$ cat config.mk
export PLATFORM = sky130hd
export DESIGN_NAME = hub75_fb_arbiter
export DESIGN_NICKNAME = d
export VERILOG_FILES = /design/src/rtl/hub75_pkg.sv /design/src/rtl/hub75_rd_pipe.sv /design/src/rtl/hub75_fb_arbiter.sv
export SDC_FILE = /design/constraint.sdc
export NUM_CORES = 1
export LEC_CHECK = 0
export ABC_AREA = 1
export CORE_MARGIN = 2
export CORE_UTILIZATION = 46
export DETAILED_ROUTE_END_ITERATION = 10
export GPL_ROUTABILITY_DRIVEN = 1
export PLACE_DENSITY = 0.86
export SYNTH_ARGS = -nofsm -noshare
export SYNTH_HDL_FRONTEND = slang
export SYNTH_HIERARCHICAL = 1
export SYNTH_SLANG_ARGS = --single-unit
$ cat constraint.sdc
create_clock -name sys_clk -period 3.6 [get_ports sys_clk]
set_input_delay 0.72 -clock sys_clk [delete_from_list [all_inputs] [get_ports sys_clk]]
set_output_delay 0.72 -clock sys_clk [all_outputs]
set_load 0.01 [all_outputs]
$ cat src/rtl/hub75_pkg.sv
`default_nettype none
// ============================================================================
//  Module   : hub75_pkg
//  Brief    : Shared constants and types for the HUB75 framebuffer arbiter.
//  Revision : 1.0  initial release
// ============================================================================
package hub75_pkg;

    // Per-page word address width and RGB888 pixel word width
    localparam int FB_ADDR_W    = 13;
    localparam int FB_DATA_W    = 24;

    // Default host starvation bound (cycles lost to display before a forced slot)
    localparam int MAX_WAIT_DEF = 8;

    // Page-swap controller states
    typedef enum logic [0:0] {
        SWP_IDLE    = 1'b0,
        SWP_PENDING = 1'b1
    } swap_state_t;

endpackage : hub75_pkg
`default_nettype wire

$ cat src/rtl/hub75_rd_pipe.sv
`default_nettype none
// ============================================================================
//  Module   : hub75_rd_pipe
//  Brief    : Tracks outstanding display reads through the RAM latency and
//             registers the returned word with a one-cycle valid pulse.
//  Revision : 1.0  initial release
// ============================================================================
module hub75_rd_pipe
    import hub75_pkg::*;
#(
    parameter int DATA_W = FB_DATA_W,
    parameter int RD_LAT = 1
) (
    input  logic              sys_clk,
    input  logic              rst,
    input  logic              rd_issue,    // RAM read enabled this cycle
    input  logic [DATA_W-1:0] ram_rdata,
    output logic              rvalid,
    output logic [DATA_W-1:0] rdata
);

    // Stage k is high k+1 cycles after the read was issued to the RAM.
    // Stage RD_LAT-1 coincides with valid RAM data; stage RD_LAT is the
    // cycle in which the captured word is presented.
    logic [RD_LAT:0] r_vline;

    // Valid shift line; reset drops every read still in flight
    always_ff @(posedge sys_clk or posedge rst) begin
        if (rst) begin
            r_vline <= '0;
        end else begin
            r_vline <= {r_vline[RD_LAT-1:0], rd_issue};
        end
    end

    // Capture the RAM word when it is valid; hold otherwise
    always_ff @(posedge sys_clk or posedge rst) begin
        if (rst) begin
            rdata <= '0;
        end else if (r_vline[RD_LAT-1]) begin
            rdata <= ram_rdata;
        end
    end

    assign rvalid = r_vline[RD_LAT];

endmodule : hub75_rd_pipe
`default_nettype wire

$ cat src/rtl/hub75_fb_arbiter.sv
`default_nettype none
// ============================================================================
//  Module   : hub75_fb_arbiter
//  Brief    : Single-port framebuffer arbiter between the display fetch path
//             and a host write port, with front/back page double buffering
//             flipped only at frame boundaries.
//  Revision : 1.0  initial release
// ============================================================================
module hub75_fb_arbiter
    import hub75_pkg::*;
#(
    parameter int ADDR_W   = FB_ADDR_W,
    parameter int DATA_W   = FB_DATA_W,
    parameter int MAX_WAIT = MAX_WAIT_DEF,   // 1..255
    parameter int RD_LAT   = 1               // 1..3
) (
    input  logic              sys_clk,
    input  logic              rst,
    // display fetch path (front page)
    input  logic              disp_req,
    input  logic [ADDR_W-1:0] disp_addr,
    output logic              disp_gnt,
    output logic              disp_rvalid,
    output logic [DATA_W-1:0] disp_rdata,
    // host write port (back page)
    input  logic              host_req,
    input  logic [ADDR_W-1:0] host_addr,
    input  logic [DATA_W-1:0] host_wdata,
    output logic              host_gnt,
    // page swap control
    input  logic              swap_req,
    input  logic              frame_end,
    output logic              swap_pending,
    output logic              swap_done,
    output logic              disp_page,
    // framebuffer RAM
    output logic              ram_en,
    output logic              ram_we,
    output logic [ADDR_W:0]   ram_addr,
    output logic [DATA_W-1:0] ram_wdata,
    input  logic [DATA_W-1:0] ram_rdata
);

    localparam logic [7:0] c_max_wait = 8'(MAX_WAIT);

    swap_state_t r_swap_state;
    swap_state_t w_swap_next;
    logic        w_flip;
    logic        w_host_elig;
    logic        w_wait_full;
    logic [7:0]  r_wait_cnt;
    logic        w_rd_issue;

    // ------------------------------------------------------------------
    // Arbitration
    // ------------------------------------------------------------------
    assign swap_pending = (r_swap_state == SWP_PENDING);
    assign w_wait_full  = (r_wait_cnt == c_max_wait);

    // Display has priority unless the host has already lost MAX_WAIT slots
    always_comb begin
        w_host_elig = host_req && !swap_pending;
        disp_gnt    = 1'b0;
        host_gnt    = 1'b0;
        if (w_host_elig && w_wait_full) begin
            host_gnt = 1'b1;
        end else if (disp_req) begin
            disp_gnt = 1'b1;
        end else if (w_host_elig) begin
            host_gnt = 1'b1;
        end
    end

    // Count consecutive slots an eligible host has lost to the display
    always_ff @(posedge sys_clk or posedge rst) begin
        if (rst) begin
            r_wait_cnt <= '0;
        end else if (host_gnt || !w_host_elig) begin
            r_wait_cnt <= '0;
        end else if (disp_gnt && !w_wait_full) begin
            r_wait_cnt <= r_wait_cnt + 8'd1;
        end
    end

    // ------------------------------------------------------------------
    // RAM command register: the grant of cycle T is on the RAM in T+1
    // ------------------------------------------------------------------
    // Register the winning access; the host always targets the back page
    always_ff @(posedge sys_clk or posedge rst) begin
        if (rst) begin
            ram_en    <= 1'b0;
            ram_we    <= 1'b0;
            ram_addr  <= '0;
            ram_wdata <= '0;
        end else begin
            ram_en <= disp_gnt || host_gnt;
            ram_we <= host_gnt;
            if (host_gnt) begin
                ram_addr  <= {~disp_page, host_addr};
                ram_wdata <= host_wdata;
            end else if (disp_gnt) begin
                ram_addr  <= {disp_page, disp_addr};
            end
        end
    end

    // ------------------------------------------------------------------
    // Read return path
    // ------------------------------------------------------------------
    assign w_rd_issue = ram_en && !ram_we;

    hub75_rd_pipe #(
        .DATA_W (DATA_W),
        .RD_LAT (RD_LAT)
    ) u_rd_pipe (
        .sys_clk   (sys_clk),
        .rst       (rst),
        .rd_issue  (w_rd_issue),
        .ram_rdata (ram_rdata),
        .rvalid    (disp_rvalid),
        .rdata     (disp_rdata)
    );

    // ------------------------------------------------------------------
    // Page swap controller
    // ------------------------------------------------------------------
    // Swap state register
    always_ff @(posedge sys_clk or posedge rst) begin
        if (rst) begin
            r_swap_state <= SWP_IDLE;
        end else begin
            r_swap_state <= w_swap_next;
        end
    end

    // Queue a swap on request; flip only on a frame end seen while queued,
    // so a frame_end coinciding with the request does not flip
    always_comb begin
        w_swap_next = r_swap_state;
        w_flip      = 1'b0;
        case (r_swap_state)
            SWP_IDLE: begin
                if (swap_req) begin
                    w_swap_next = SWP_PENDING;
                end
            end
            SWP_PENDING: begin
                if (frame_end) begin
                    w_flip      = 1'b1;
                    w_swap_next = SWP_IDLE;
                end
            end
            default: begin
                w_swap_next = SWP_IDLE;
            end
        endcase
    end

    // Page index and completion pulse, both updated on the same edge
    always_ff @(posedge sys_clk or posedge rst) begin
        if (rst) begin
            disp_page <= 1'b0;
            swap_done <= 1'b0;
        end else begin
            disp_page <= disp_page ^ w_flip;
            swap_done <= w_flip;
        end
    end

endmodule : hub75_fb_arbiter
`default_nettype wire

Yosys cells after proc, flatten, opt, wreduce, memory -nomap -nowiden
Index checks and enable logic that the tools add are counted.
{"block": "word_totals", "output_inout_bits": 70, "register_bits": 77, "in_bits": 80}
{"block": "classes", "reduce_logical": 12, "mux": 14, "eq_ne": 1, "add_sub_neg": 1, "bitwise": 3}
{"op": "$mux 14", "count": 2}
{"op": "$mux 8", "count": 2}
{"op": "$mux 1", "count": 9}
{"op": "$add 8x1->8 const B", "count": 1}
{"op": "$eq 8x4->1 const B", "count": 1}
{"op": "$logic_and 1x1->1", "count": 4}
{"op": "$logic_not 1->1", "count": 4}
{"op": "$reduce_bool 2->1", "count": 2}
{"op": "$logic_or 1x1->1", "count": 2}
{"op": "$not 1->1", "count": 2}
{"op": "$pmux 1 s2", "count": 1}
{"op": "$xor 1x1->1", "count": 1}

Logic depth before layout (Yosys ltp)
Gate-level depths: netlist of run 1.
{"block": "depth", "ltp_word": 7, "ltp_mapped": 10, "mapped_depth_nobuf": 9}

Hierarchy
The synthesis of run 1 kept the hierarchy.
{"mod": "hub75_fb_arbiter", "area_each_um2": 2472.4, "cells_each": 295, "n_inst": 1}
{"mod": "hub75_rd_pipe", "area_each_um2": 1028.5, "cells_each": 105, "n_inst": 1}

Worst setup path before layout of run 1
OpenSTA, ideal clock, no wires.
{"block": "synth_timing", "path_type": "in2out", "from": "in host_req", "to": "out host_gnt", "t_arrival_ns": 1.367, "stages": 6, "t_required_ns": 2.880, "slack_ns": 1.513, "path_cell_list": "inv_1 > nor2_4 > nand2_2 > nand2_4 > buf_8 > buf_12"}
{"block": "synth_via", "elab_chain_cells": 4, "word_cells_on_any_way": 5}
{"element": "start: declaration", "line_no": "hub75_fb_arbiter.sv:26", "rtl": "input logic host_req,"}
{"element": "$logic_and 1x1->1 *", "line_no": "hub75_fb_arbiter.sv:62", "rtl": "w_host_elig = host_req && !swap_pending;"}
{"element": "$mux 1", "line_no": "hub75_fb_arbiter.sv:69", "rtl": "end else if (w_host_elig) begin"}
{"element": "$mux 1", "line_no": "hub75_fb_arbiter.sv:67", "rtl": "end else if (disp_req) begin"}
{"element": "$mux 1 *", "line_no": "hub75_fb_arbiter.sv:65", "rtl": "if (w_host_elig && w_wait_full) begin"}
{"element": "end: declaration", "line_no": "hub75_fb_arbiter.sv:29", "rtl": "output logic host_gnt,"}
Mark *: on every way between the ends. The rest lies on a longest branch, timed or not.

Worst setup path after layout of run 1
Same ends and word-level chain as after synthesis.

==> results.ini, run 1 <==
[grt]
antenna_found_initial = 0
grt_pass1_wl_um = 14700
grt-ovfl-total = 0
grt_pass1_vias = 3123
track_usage = 0.222
grt_max_degree = 40

[clock_network]
cts_resized = 0
cts_buffer_depth = 2
clockRootBuffer = clkbuf_8
cts_tree = built
clk_latency_ps = 350
cts_buffers = 9
cts.clk_slew.worst_paths_ps = 70
htreeDepth = 3
numClockSinks = 77
hold_buffers = 0
post_cts_buffers = 0

[route]
num_vias = 3117
drcViolationCount = 0
wl_per_cell_um = 13.7
detail-route-antenna-nets = 0
drt-pass1-iter-count = 4
drt-initial-drc-count = 147
finalWirelength_um = 8880
via_per_inst = 4.80

[layout]
final_layout_size_suffix_gt1_frac = 0.105
antennaDiodeCount = 0
num-nets-final = 627
instances_no_fill = 649
syn2layout_area_growth_pct = 46.8

[pwr]
power_density_nw_per_um2 = 480
leakage_nw = 2.54
irDropWorstVdd_mv = 0.220

[sta]
finalSetupViolCount = 0
grt_setup_unrepaired = false
finalCriticalPeriod_ps = 2870
hold_viol = 0
tightest_slew_ps = 936
setup_ws_ps = 726
skew_ps = 11.9
fin_crit_sh = 0.798
drv_slew = 0
slew_headroom = 0.375
tns_ps = 0
clock.fmax_mhz = 348

[logic_synthesis]
netlist_top_cells_area = dfrtp_1 (55%), nand2_1 (15%), nand3_1 (7.9%)
syn_avg_cell_area_um2 = 8.75
yosysWarnings = 6
synth_area_um2 = 3500
seq_area_frac_synth = 0.550
synth-seq-cells = 77
synth.distinct_cells = 25
netlist.area_leader.share = 0.550
synth_area_leader_cell = dfrtp_1
syn_nets = 482
synth_cells = 400

[worst_setup_path]
rrSetupSlack_ps = 1640
cp-startpoint = host_req
r2r-end = r_wait_cnt[5]
ff2ff_path_depth = 8
critPathCaptureType = output port
worstPathRequired_ps = 2880
worstSetupPathType = primary input to output port
crit_fanout = 6
cp_data_arrival_time_ps = 2150
worstSetupStartpointType = primary input
r2r_start = r_wait_cnt[0]
critPathCapture = host_gnt

[run_status]
status = completed

[flow_run]
max-cap-violations = 0

[die]
coreArea_um2 = 7330
io_pins = 150
start_util = 0.478
row_count = 31
die_area_um2 = 8320
die_w_um = 91.2
die_h_um = 91.2

[worst_hold_path]
min_path_type = flip-flop to flip-flop
hold_depth = 1

[placed_design]
hpwlAfterDp_um = 6380
io_buffer_count = 149
dp.cells = 633
pre_cts_ws_ps = 701
place.gp.congestion = 0.738

## cell usage after synthesis
cell type    n
nand3_2      1
o21ai_0      2
buf_4        1
inv_8        1
nand2_4      2
ha_1         2
clkbuf_8     1
xnor2_1      2
nor2_2       1
nand2_2     30
a21oi_1      3
nor2_4       2
nor2_1      14
nor3_1       2
buf_8        1
nand3_1     55
nand2_1    141
clkbuf_1     2
nand4_1      2
buf_6        6
inv_1       43
xor2_1       1
dfrtp_1     77
buf_12       3
buf_2        5
## registers in the layout (all words and copies together) (netlist names)
| register | flops |
|---|---|
| ram_wdata | 24 |
| u_rd_pipe/rdata | 24 |
| ram_addr | 14 |
| r_wait_cnt | 8 |
| u_rd_pipe/r_vline | 2 |
| disp_page | 1 |
| ram_en | 1 |
| ram_we | 1 |
| swap_done | 1 |
| swap_pending | 1 |
## per-stage QoR
step	cell area, µm²	power [mW]	hold WS [ps]	utilization
detailed placement	4950	1.86	414	0.675
floorplan	3500	1.42	374	-
global placement	4950	1.84	406	0.675
global route	5140	2.61	458	0.701
finish	5140	2.47	421	0.701
CTS	5140	2.49	424	0.701
## per-layer routing
| layer | part of all wire | vias to the layer above | global-route usage | routed length [µm] |
|---|---|---|---|---|
| li1 | - | 1502 | - | - |
| met1 | 0.42 | 1450 | 0.273 | 3690 |
| met2 | 0.48 | 154 | 0.373 | 4280 |
| met3 | 0.088 | 11 | 0.0664 | 779 |
| met4 | 0.014 | 0 | 0.0808 | 124 |
| met5 | 0 | - | 0 | 0 |
## how the worst min path moves through the flow
| stage | startpoint | endpoint | slack (ps) |
|---|---|---|---|
| floorplan | u_rd_pipe/r_vline[0] | u_rd_pipe/r_vline[1] | 370 |
| global placement | ram_we | u_rd_pipe/r_vline[0] | 410 |
| detailed placement | ram_we | u_rd_pipe/r_vline[0] | 410 |
| CTS | ram_we | u_rd_pipe/r_vline[0] | 420 |
| global route | ram_we | u_rd_pipe/r_vline[0] | 460 |
| finish | ram_we | u_rd_pipe/r_vline[0] | 420 |
## cells by family after synthesis
| group | after synthesis | synth area share |
|---|---|---|
| buffers and inverters | 63 | 0.105 |
| XOR/XNOR | 3 | 0.00751 |
| AND/OR/NAND/NOR | 250 | 0.322 |
| AO/OA/AOI/OAI | 5 | 0.00715 |
| adder cells (fa/ha/maj) | 2 | 0.00715 |
| flip-flops | 77 | 0.550 |
## worst max-delay path, stage by stage
cell and delay, ps:
clkdlybuf4s50_1 450, inv_1 60, nor2_4 180, nand2_2 100, nand2_4 80, clkdlybuf4s50_1 560
## layout make-up
cell class / instances / area (µm²)
Fill cell: 560 / 2190
Sequential cell: 77 / 1930
Timing Repair Buffer: 153 / 1520
Multi-Input combinational cell: 260 / 1200
Inverter: 44 / 173
Clock buffer: 9 / 124
Tap cell: 99 / 124
Clock inverter: 7 / 66.3
## where the power goes
group          switching, mW  leakage [nW]  internal (mW)  total, mW
combinational          0.310          1.49          0.413      0.723
clock                  0.312        0.0987          0.316      0.628
sequential             0.102         0.953           1.01       1.12
total                  0.723          2.54           1.74       2.47
## layout by cell type, fill, tap and decap left out, drive strengths merged
cell type,synthesis,final
nand2,173,173
inv,44,44
xnor2,2,2
clkinv,0,5
clkinvlp,0,1
dfrtp,77,77
buf,16,4
nor3,2,2
bufinv,0,1
clkbuf,3,9
nand4,2,2
a21oi,3,3
xor2,1,1
o21ai,2,2
nor2,17,17
ha,2,2
nand3,56,56
clkdlybuf4s50,0,149
(Power assumes the default switching activity.)
==> run 2: changes to the inputs <==
--- a/config.mk
+++ b/config.mk
@@ -7,10 +7,10 @@
 export LEC_CHECK = 0
 export ABC_AREA = 1
 export CORE_MARGIN = 2
-export CORE_UTILIZATION = 46
+export CORE_UTILIZATION = 38
 export DETAILED_ROUTE_END_ITERATION = 10
 export GPL_ROUTABILITY_DRIVEN = 1
-export PLACE_DENSITY = 0.86
+export PLACE_DENSITY = 0.76
 export SYNTH_ARGS = -nofsm -noshare
 export SYNTH_HDL_FRONTEND = slang
 export SYNTH_HIERARCHICAL = 1
==> constraint.sdc (replaced) <==
create_clock -name sys_clk -period 2.4 [get_ports sys_clk]
set_input_delay 0.48 -clock sys_clk [delete_from_list [all_inputs] [get_ports sys_clk]]
set_output_delay 0.48 -clock sys_clk [all_outputs]
set_load 0.01 [all_outputs]
==> run 2 against run 1 <==
Design area grew 1.0%. First-iteration DRC count shrank 20%. Combinational power grew 51%. Sequential power grew 49%. Flip-flop and latch count is the same. Clock power grew 51%. Routed wire length shrank 1.2%. Critical path type is now flip-flop to output port. Highest routed layer unchanged.
==> results.ini, run 2 (synthesis gave the netlist of run 1 again) <==
[die]
die_w_um = 100  ; was 91.2 µm
io_pins = 150  ; unchanged
die_area_um2 = 10000  ; was 8320 µm²
start_util = 0.384  ; was 0.478
row_count = 35  ; was 31
coreArea_um2 = 9110  ; was 7330 µm²
die_h_um = 100  ; was 91.2 µm

[pwr]
leakage_nw = 2.57  ; was 2.54 nW
power_mw = 3.71  ; was 2.47 mW
power_density_nw_per_um2 = 714  ; was 480 nW/µm²
irDropWorstVdd_mv = 0.291  ; was 0.220 mV

[route]
num_vias = 2999  ; was 3,117
drt-pass1-iter-count = 6  ; was 4
detail-route-antenna-nets = 0  ; unchanged
drcViolationCount = 0  ; unchanged
finalWirelength_um = 8770  ; was 8880 µm
via_per_inst = 4.52  ; was 4.80
drt-initial-drc-count = 118  ; was 147
wl_per_cell_um = 13.2  ; was 13.7 µm

[clock_network]
cts_buffer_depth = 2  ; unchanged
cts_tree = built  ; unchanged
htreeDepth = 3  ; unchanged
post_cts_buffers = 0  ; unchanged
clockRootBuffer = clkbuf_8  ; unchanged
clk_latency_ps = 330  ; was 350 ps
numClockSinks = 77  ; unchanged
cts.clk_slew.worst_paths_ps = 80  ; was 70 ps
cts_buffers = 9  ; unchanged
cts_resized = 1  ; was 0
hold_buffers = 0  ; unchanged

[grt]
track_usage = 0.185  ; was 0.222
met3_usage = 0.0564  ; was 0.0664
grt_max_degree = 40  ; unchanged
antenna_found_initial = 0  ; unchanged
use_met2 = 0.303  ; was 0.373
grt-ovfl-total = 0  ; unchanged
grt_pass1_wl_um = 14700  ; unchanged
use_met1 = 0.237  ; was 0.273
grt_busiest_layer = met2  ; unchanged
grt_pass1_vias = 3081  ; was 3,123

[layout]
fillers = 800  ; was 560
layout_commonest_cell = clkdlybuf4s50_1  ; unchanged
antennaDiodeCount = 0  ; unchanged
layout_common_cells = clkdlybuf4s50_1 (147), nand2_1 (141), dfrtp_1 (77)  ; was clkdlybuf4s50_1 (149), nand2_1 (141), dfrtp_1 (77)
design_area_um2 = 5190  ; was 5140 µm²
num-nets-final = 630  ; was 627
final_layout_size_suffix_gt1_frac = 0.108  ; was 0.105
reg_top3 = ram_wdata: 24 flops, u_rd_pipe/rdata: 24 flops, ram_addr: 14 flops  ; unchanged
syn2layout_area_growth_pct = 48.3  ; was 46.8%

[run_status]
status = completed  ; unchanged

[worst_setup_path]
cp_data_arrival_time_ps = 1670  ; was 2150 ps
crit_fanout = 4  ; was 6
critPathCaptureType = output port  ; unchanged
worstPathRequired_ps = 1920  ; was 2880 ps
worstSetupPathType = flip-flop to output port  ; was primary input to output port
worstSetupStartpointType = flip-flop  ; was primary input

[sta]
fin_crit_sh = 0.897
finalCriticalPeriod_ps = 2150
skew_ps = 9.43  ; was 11.9 ps
slew_headroom = 0.400  ; was 0.375
drv_slew = 0  ; unchanged
tightest_slew_ps = 900  ; was 936 ps
hold_viol = 0  ; unchanged
worst_hold_slack_ps = 424  ; was 421 ps
clock.fmax_mhz = 465
grt_setup_unrepaired = false  ; unchanged
finalSetupViolCount = 0  ; unchanged

[placed_design]
placed_cell_area_um2 = 5000  ; was 4950 µm²
io_buffer_count = 149  ; unchanged
hpwlAfterDp_um = 6300  ; was 6380 µm
place.gp.congestion = 0.809  ; was 0.738

[worst_hold_path]
min_path_type = flip-flop to flip-flop  ; unchanged

[flow_run]
max-cap-violations = 0  ; unchanged

## run 2: routing by layer
layer  vias up  routed length (µm)
li1       1517                   -
met1      1340                3950
met2       136                3970
met3         6                 796
met4         0                  53
met5         -                   0
## run 2: path summary, 6_finish.rpt
| kind | startpoint | end | slack [ps] | cells after the start |
|---|---|---|---|---|
| min in group asynchronous | rst | ram_wdata[13] | 500 | 2 |
| worst max-delay path | r_wait_cnt[0] | host_gnt | 250 | 7 |
| worst min-delay path | ram_we | u_rd_pipe/r_vline[0] | 420 | 1 |
| worst max register to register | r_wait_cnt[0] | r_wait_cnt[6] | 500 | 8 |
| worst min register to register | ram_we | u_rd_pipe/r_vline[0] | 420 | 1 |
| max in group asynchronous | rst | ram_addr[2] | 1350 | 3 |
## run 2: area by class of cell
cell class	count	area, µm²	share of cell area
tap	111	139	0.0267
inverter	44	173	0.0333
clock inverter	6	63.8	0.0123
timing repair buffer	156	1560	0.300
sequential	77	1930	0.371
clock buffer	10	128	0.0246
multi-input combinational	260	1200	0.232
## run 2: power by group
group	internal [mW]	switching, mW	total [mW]	leakage (nW)
sequential	1.52	0.148	1.67	0.953
combinational	0.626	0.467	1.09	1.52
clock	0.479	0.469	0.948	0.0923
total	2.63	1.08	3.71	2.57
## run 2: metrics by stage
step           setup TNS (ps)  setup WS [ps]   util  instances
4_1_cts                     0           24.2  0.570        664
3_3_place_gp                0           14.4  0.549        648
3_5_place_dp             -322          -31.4  0.549        648
6_report                    0            248  0.570        664
2_1_floorplan               0            690      -        400
5_1_grt                     0            113  0.570        664
## run 2: worst max-delay path, cell delays in order (launching register included)
cell and delay [ps]:
dfrtp_1 430, inv_1 70, ha_1 160, nand3_2 110
nor2_4 150, nand2_4 60, nand2_4 60, dlygate4sd2_1 300
==> run 3: changes to the inputs <==
--- a/config.mk
+++ b/config.mk
@@ -11,6 +11,7 @@
 export DETAILED_ROUTE_END_ITERATION = 10
 export GPL_ROUTABILITY_DRIVEN = 1
 export PLACE_DENSITY = 0.76
+export REMOVE_ABC_BUFFERS = 1
 export SYNTH_ARGS = -nofsm -noshare
 export SYNTH_HDL_FRONTEND = slang
 export SYNTH_HIERARCHICAL = 1
==> run 3 against run 2 <==
Utilization up 0.37 points. Clock power up 12%. Design area up 0.65%. Critical path type unchanged. Highest routed layer unchanged.
==> results.ini, run 3 (synthesis gave the netlist of run 1 again) <==
[run_status]
status = completed  ; unchanged

[worst_setup_path]
critPathCaptureType = output port  ; unchanged
worstSetupPathType = flip-flop to output port  ; unchanged
worstSetupStartpointType = flip-flop  ; unchanged
crit_fanout = 3  ; was 4
worstPathRequired_ps = 1920  ; about the same
cp_data_arrival_time_ps = 1770  ; was 1670 ps

[die]
coreArea_um2 = 9110  ; unchanged
io_pins = 150  ; unchanged
start_util = 0.384  ; unchanged
die_w_um = 100  ; unchanged
die_area_um2 = 10000  ; unchanged
die_h_um = 100  ; unchanged
row_count = 35  ; unchanged

[layout]
syn2layout_area_growth_pct = 49.3  ; was 48.3%
fillers = 801  ; was 800
reg_top3 = ram_wdata: 24 flops, u_rd_pipe/rdata: 24 flops, ram_addr: 14 flops  ; unchanged
num-nets-final = 632  ; was 630
multi_input_area_um2 = 1200  ; unchanged
final_layout_size_suffix_gt1_frac = 0.112  ; was 0.108
instances_no_fill = 665  ; was 664
fin_util = 0.574  ; was 0.570
layout_commonest_cell = clkdlybuf4s50_1  ; unchanged
antennaDiodeCount = 0  ; unchanged
design_area_um2 = 5230  ; was 5190 µm²
layout_common_cells = clkdlybuf4s50_1 (148), nand2_1 (141), dfrtp_1 (77)  ; was clkdlybuf4s50_1 (147), nand2_1 (141), dfrtp_1 (77)
seq_area_um2 = 1930  ; unchanged

[route]
drcViolationCount = 0  ; unchanged
wl_per_cell_um = 13.9  ; was 13.2 µm
detail-route-antenna-nets = 0  ; unchanged
drt-pass1-iter-count = 6  ; unchanged
drt-initial-drc-count = 95  ; was 118
num_vias = 3138  ; was 2,999
finalWirelength_um = 9260  ; was 8770 µm
via_per_inst = 4.72  ; was 4.52

[clock_network]
cts_tree = built  ; unchanged
htreeDepth = 3  ; unchanged
clk_latency_ps = 340  ; was 330 ps
cts_buffers = 9  ; unchanged
hold_buffers = 0  ; unchanged
cts_buffer_depth = 2  ; unchanged
cts.clk_slew.worst_paths_ps = 80  ; about the same
numClockSinks = 77  ; unchanged
clockRootBuffer = clkbuf_8  ; unchanged

[flow_run]
max-cap-violations = 0  ; unchanged

[placed_design]
hpwlAfterDp_um = 6500  ; was 6300 µm
placed_cell_area_um2 = 5010  ; was 5000 µm²
dp.cells = 649  ; was 648
place.gp.congestion = 0.873  ; was 0.809
io_buffer_count = 149  ; unchanged

[grt]
grt_max_degree = 52  ; was 40
antenna_found_initial = 0  ; unchanged
grt-ovfl-total = 0  ; unchanged
track_usage = 0.190  ; was 0.185
grt_pass1_wl_um = 15100  ; was 14,700 µm
grt_pass1_vias = 3270  ; was 3,081

[sta]
fin_crit_sh = 0.938  ; was 0.897
hold_viol = 0  ; unchanged
finalCriticalPeriod_ps = 2250  ; was 2150 ps
drv_slew = 0  ; unchanged
worst_hold_slack_ps = 424  ; about the same
tightest_slew_ps = 622  ; was 900 ps
finalSetupViolCount = 0  ; unchanged
slew_headroom = 0.585  ; was 0.400
skew_ps = 7.31  ; was 9.43 ps
grt_setup_unrepaired = false  ; unchanged
clock.fmax_mhz = 444  ; was 465 MHz

[worst_hold_path]
min_path_type = flip-flop to flip-flop  ; unchanged

[pwr]
leakage_nw = 2.58  ; was 2.57 nW
power_mw = 3.84  ; was 3.71 mW
irDropWorstVdd_mv = 0.433  ; was 0.291 mV
power_density_nw_per_um2 = 734  ; was 714 nW/µm²

## run 3: final timing paths
check,start,endpoint,slack (ps),cells after the start
min in group asynchronous,rst,ram_addr[2],540,3
max reg2reg,swap_pending,ram_addr[7],430,6
min,ram_we,u_rd_pipe/r_vline[0],420,1
max,r_wait_cnt[1],disp_gnt,150,6
min reg2reg,ram_we,u_rd_pipe/r_vline[0],420,1
max in group asynchronous,rst,u_rd_pipe/rdata[16],1590,3
## run 3: metal layers
layer	vias to the layer above	routed length (µm)	track usage
li1	1513	-	-
met4	0	114	0.0590
met2	140	4280	0.317
met3	12	960	0.0703
met5	-	0	0
met1	1473	3910	0.231
## run 3: what timing repair did
item                                    4_1_cts  5_1_grt
gates cloned                                  0        0
buffers inserted                              0        1
pin swaps                                     0        0
endpoints found under the setup margin        1        1
resized for setup                             1        0
## run 3: cell type report
cell class	instances	share of cell area
well taps	111	0.0266
repair buffers	158	0.300
inverters	44	0.0330
clock inverters	6	0.0170
flip-flops and latches	77	0.369
clock buffers	9	0.0237
multi-input cells	260	0.231
## run 3: power breakdown
group / total [mW] / internal [mW] / switching [mW] / leakage [nW]
sequential: 1.66 / 1.52 / 0.142 / 0.953
combinational: 1.11 / 0.629 / 0.486 / 1.52
clock: 1.06 / 0.580 / 0.480 / 0.101
total: 3.84 / 2.73 / 1.11 / 2.58
## run 3: worst max-delay path: stages, from the launching register on
cell and delay (ps):
dfrtp_1 400, inv_1 70, ha_1 160, nand3_2 110, nor2_4 150, a21oi_1 70, clkdlybuf4s50_1 470
## run 3: stage by stage
step	setup TNS (ps)	setup slack (ps)
2_1_floorplan	0	432
3_3_place_gp	-933	-70.9
3_5_place_dp	-1800	-147
4_1_cts	0	86.3
5_1_grt	0	44.2
6_report	0	148
